## config.mk

```make
export PLATFORM = sky130hd
export DESIGN_NAME = frame_decode
export DESIGN_NICKNAME = d
export VERILOG_FILES = /design/src/rtl/frame_decode.sv
export SDC_FILE = /design/constraint.sdc
export NUM_CORES = 1
export LEC_CHECK = 0
export BUFFER_PORTS_ARGS = -buffer_cell sky130_fd_sc_hd__buf_2
export CAP_MARGIN = 30
export CELL_PAD_IN_SITES_DETAIL_PLACEMENT = 2
export CELL_PAD_IN_SITES_GLOBAL_PLACEMENT = 2
export CORE_UTILIZATION = 35
export DETAILED_ROUTE_END_ITERATION = 16
export PLACE_DENSITY = 0.8
export SYNTH_ARGS = -nofsm -noshare
export SYNTH_HDL_FRONTEND = slang
export SYNTH_SLANG_ARGS = --single-unit
```

## constraint.sdc

```tcl
create_clock -name clk -period 5 [get_ports clk]
set_clock_uncertainty 0.1 [all_clocks]
set_input_delay 1.25 -clock clk [delete_from_list [all_inputs] [get_ports clk]]
set_output_delay 1.25 -clock clk [all_outputs]
set_load 0.05 [all_outputs]
```

## src/rtl/frame_decode.sv

```systemverilog
// Receive-side frame decoder: reassembles the Rx bit stream into LSB-first bytes,
// strips/checks odd parity and emits a partial final byte for short/anticollision frames.
module frame_decode #(
  parameter bit CHECK_PARITY = 1'b1
) (
  input  logic       clk,
  input  logic       rst,
  input  logic       in_soc,
  input  logic       in_eoc,
  input  logic       in_data,
  input  logic       in_data_valid,
  input  logic       in_error,
  output logic [7:0] out_data,
  output logic       out_valid,
  output logic [2:0] out_bits,
  output logic       out_soc,
  output logic       out_eoc,
  output logic       out_error
);

  localparam logic [1:0] ST_IDLE   = 2'd0;
  localparam logic [1:0] ST_DATA   = 2'd1;
  localparam logic [1:0] ST_PARITY = 2'd2;
  localparam logic [1:0] ST_ERROR  = 2'd3;

  logic [1:0] state_q, state_d;
  logic [2:0] cnt_q, cnt_d;
  logic [7:0] sr_q, sr_d;
  logic       par_q, par_d;
  logic [7:0] out_data_q, out_data_d;
  logic       out_valid_q, out_valid_d;
  logic [2:0] out_bits_q, out_bits_d;
  logic       out_soc_q, out_soc_d;
  logic       out_eoc_q, out_eoc_d;
  logic       out_error_q, out_error_d;

  // Next-state and output decode; strobe priority is soc > eoc > error > data_valid.
  always_comb begin
    state_d     = state_q;
    cnt_d       = cnt_q;
    sr_d        = sr_q;
    par_d       = par_q;
    out_data_d  = out_data_q;
    out_valid_d = 1'b0;
    out_bits_d  = out_bits_q;
    out_soc_d   = in_soc;
    out_eoc_d   = 1'b0;
    out_error_d = out_error_q;

    if (in_soc) begin
      state_d     = ST_DATA;
      cnt_d       = 3'd0;
      sr_d        = 8'd0;
      par_d       = 1'b1;
      out_error_d = 1'b0;
    end else begin
      case (state_q)
        ST_DATA: begin
          if (in_eoc) begin
            out_eoc_d = 1'b1;
            state_d   = ST_IDLE;
            if (cnt_q != 3'd0) begin
              out_valid_d = 1'b1;
              out_bits_d  = cnt_q;
              out_data_d  = sr_q;
            end
          end else if (in_error) begin
            out_error_d = 1'b1;
            state_d     = ST_ERROR;
          end else if (in_data_valid) begin
            sr_d[cnt_q] = in_data;
            par_d       = par_q ^ in_data;
            cnt_d       = cnt_q + 3'd1;
            if (cnt_q == 3'd7) state_d = ST_PARITY;
          end
        end
        ST_PARITY: begin
          if (in_eoc) begin
            // Eight data bits with no parity bit following: byte is kept but flagged.
            out_eoc_d   = 1'b1;
            out_valid_d = 1'b1;
            out_bits_d  = 3'd0;
            out_data_d  = sr_q;
            out_error_d = 1'b1;
            state_d     = ST_IDLE;
          end else if (in_error) begin
            out_error_d = 1'b1;
            state_d     = ST_ERROR;
          end else if (in_data_valid) begin
            out_valid_d = 1'b1;
            out_bits_d  = 3'd0;
            out_data_d  = sr_q;
            if (CHECK_PARITY && (in_data != par_q)) begin
              out_error_d = 1'b1;
              state_d     = ST_ERROR;
            end else begin
              state_d = ST_DATA;
              par_d   = 1'b1;
              sr_d    = 8'd0;
              cnt_d   = 3'd0;
            end
          end
        end
        ST_ERROR: begin
          if (in_eoc) begin
            out_eoc_d = 1'b1;
            state_d   = ST_IDLE;
          end
        end
        default: ;
      endcase
    end
  end

  always_ff @(posedge clk) begin
    if (rst) begin
      state_q     <= ST_IDLE;
      cnt_q       <= 3'd0;
      sr_q        <= 8'd0;
      par_q       <= 1'b1;
      out_data_q  <= 8'd0;
      out_valid_q <= 1'b0;
      out_bits_q  <= 3'd0;
      out_soc_q   <= 1'b0;
      out_eoc_q   <= 1'b0;
      out_error_q <= 1'b0;
    end else begin
      state_q     <= state_d;
      cnt_q       <= cnt_d;
      sr_q        <= sr_d;
      par_q       <= par_d;
      out_data_q  <= out_data_d;
      out_valid_q <= out_valid_d;
      out_bits_q  <= out_bits_d;
      out_soc_q   <= out_soc_d;
      out_eoc_q   <= out_eoc_d;
      out_error_q <= out_error_d;
    end
  end

  assign out_data  = out_data_q;
  assign out_valid = out_valid_q;
  assign out_bits  = out_bits_q;
  assign out_soc   = out_soc_q;
  assign out_eoc   = out_eoc_q;
  assign out_error = out_error_q;

endmodule

```

==> summary.md <==
| Metric | Value |
|---|---|
| Placer Congestion | approximately 0.86 |
| Worst slew pin tran | 1010 ps |
| Area leader, netlist | dfxtp_1 |
| DRT Pass-1 Iters | 4 |
| Main synth FF type | dfxtp_1 |
| Min Tclk post-route | 2820 ps |
| Total grt overflow | 0 |
| Max cap viols | 0 |
| Syn avg cell area | between 7 and 8 um2 |
| Syn nets | between 150 and 200 |
| Via count | roughly 1,400 |
| Register area share after synthesis | 39.7% |
| Post-Syn Instances | 183 |
| Yosys reg bits | 29 |
| Final Hold Viols | 0 |
| Longest Clk Path Bufs | 2 |
| Crit path max-delay cell type | nor2_1 |
| Die height | between 60 and 70 um |
| Vias in the first global route | 1,473 |
| Clock-pin slew on the worst setup and hold paths | ~60 ps |
| CP arrival | around 2900 ps |
| Setup TNS | 0 ps |
| Synth async-reset ratio | 0% |
| Final period util | 56.4% |
| Total wire length | 4.63 mm |
| Comb pwr share | 9.3% |
| Post-synth top area share | 39.7% |
| Quantity of hold-fixing buffers added after cts | 0 |
| Cell family with most CP delay | simple AND/OR/NAND/NOR gates |
| Antenna fix cells | 0 |
| Initial antenna violation count | 0 |
| Clock power share | 43.2% |
| Initial core utilization | 36.6% |
| Switching share of total power | between 20% and 30% |
| Clock sinks | 29 |
| Buffers plus inverters on the worst setup path | 1 |
| Worst vdd ir | 0.116 mV |
| Int Pwr | 0.371 mW |
| Filler cells | 475 |
| Htree depth | 2 |
| PwrDens | 293 nW/um2 |
| Setup slack at placement | around 1900 ps |
| Final nets | 217 |
| CP max FO | 15 |
| First DRT Iteration DRCs | 93 |
| Ys Warns | 0 |
| Psw | 0.124 mW |
| Final setup violation count | 0 |
| Hpwl dp | 3.45 mm |
| Worst slew margin | 32.3% |
| FP Rows | 23 |
| Largest net degree at the start of global routing | 16 |
| Leak Pwr | 0.669 nW |
| Status | finished clean |
| Worst-path cell chain | buf_2 -> nor2_1 -> nand4_1 -> o32ai_1 |
| Core ar. | roughly 4000 um2 |
| Register area | 581 um2 |
| Port bufs | 21 |
| Mapped Area | 1460 um2 |
| Clock latency on the worst-skew pair | around 280 ps |
| Post-synth top cells | dfxtp_1 (29), nand2_1 (24), a21oi_1 (21), o21ai_0 (16) |
| Hold/Removal Path Class | reg -> reg |
| Setup WS post-layout | 2180 ps |
| Via density | 5.62 |
| Layout cells sized above 1 | 16.2% |
| Die W | 66.6 um |
| Quantity of gates resized following cts | 0 |
| Area Overhead vs Synth | 15.7% |
| Unique masters post-synth | 39 |
| DRC | 0 |
| Reg power frac | 47.5% |
| Path type of the worst setup path | in -> reg |
| Postcts setup bufs | 0 |
| RSZ-0062 raised after global routing | false |
| Startpoint types | primary input |
| EDFF count, synth | 0 |
| Critical path endpoint category | flop |
| Root Driver | clkbuf_8 |
| First-pass GRT wire length | 7.42 mm |
| Drt wl/cell | 18.2 um |
| Pins Over Slew Limit | 0 |
| Max Clk Rate | 354 MHz |
| CTS tree | yes |
| Worst Path Required | 5080 ps |
| Antenna-violating nets left | 0 |
| Number of CTS-inserted buffers | 5 |
| I/O pin count | 22 |
| Most common cell in the synthesized netlist | dfxtp_1 |
| Footprint of the multi-input gates | 808 um2 |
| Die area | roughly 4400 um2 |
| Slowest cell delay on critical path | 810 ps |
| Ranking of synthesized cells by area | dfxtp_1 (40%), a21oi_1 (7.2%), nand2_1 (6.2%) |
| All-Layer GR Usage | a little under a quarter |
power groups by stage:
stage	clock [mW]	sequential (mW)	combinational (mW)
finish	0.214	0.235	0.0461
CTS	0.217	0.235	0.0462
detailed placement	0	0.240	0.0456
floorplan	0	0.244	0.0275
global placement	0	0.240	0.0427
global route	0.229	0.236	0.0502
worst register-to-register path, stage by stage (launching register included):
cell and delay (ps):
dfxtp_1 610, inv_1 190, ha_1 230, nor2b_1 180
nor4_1 520, nand2_1 170, a21oi_1 180
cell type report:
cell class | instances | area share, %
clock buffer | 7 | 5.70
sequential | 29 | 34.3
tap | 50 | 3.70
clock inverter | 1 | 0.296
inverter | 9 | 2.00
multi-input combinational | 137 | 47.8
timing repair buffer | 21 | 6.21
metrics by stage:
stage	std cells	power (mW)	hold slack, ps	cell area (um2)	utilization [%]
finish	254	0.496	375	1690	42.3
floorplan	183	0.271	336	1460	-
global placement	246	0.283	356	1590	39.8
global route	254	0.514	406	1690	42.3
CTS	254	0.498	380	1690	42.3
detailed placement	246	0.286	369	1590	39.8
worst paths after layout:
check        slack, ps     endpoint  startpoint  cells after the start
max               2180      sr_q[2]         rst                      4
min                370      sr_q[6]     sr_q[6]                      2
max reg2reg       2760  out_bits[2]    cnt_q[0]                      6
min reg2reg        370      sr_q[6]     sr_q[6]                      2
layer usage:
| metal | vias to the layer above | GRT usage (%) | wire, um |
|---|---|---|---|
| li1 | 688 | - | - |
| met1 | 707 | 28.1 | 2130 |
| met2 | 28 | 39.5 | 2290 |
| met3 | 4 | 4.11 | 153 |
| met4 | 0 | 8.51 | 52 |
| met5 | - | 0 | 0 |
cell families (layout without fill, tap and decap cells):
group	after synthesis	after routing	share of synthesized area (%)
XOR/XNOR	1	1	0.599
adder cells (fa/ha/maj)	7	7	5.99
flip-flops	29	29	39.7
buffers and inverters	17	38	5.05
AND/OR/NAND/NOR	67	67	21.8
multiplexers	3	3	2.05
AO/OA/AOI/OAI	59	59	24.8
registers in the layout, indices dropped and copies added, names as in the netlist:
signal / flops
par_q: 1
out_error: 1
out_soc: 1
sr_q: 8
out_data: 8
cnt_q: 3
out_valid: 1
state_q: 2
out_bits: 3
out_eoc: 1
cells in the final DEF, fill, tap and decap left out, types with 2 or more instances in the layout:
cell type	instances
a21oi_1	21
a22oi_1	2
buf_2	21
clkbuf_8	7
dfxtp_1	29
ha_1	7
inv_1	9
mux2i_1	3
nand2_1	24
nand2b_1	2
nand3_1	12
nand4_1	2
nor2_1	12
nor2b_1	7
o21ai_0	16
o22ai_1	7
o32ai_1	2
(Power assumes the default switching activity.)
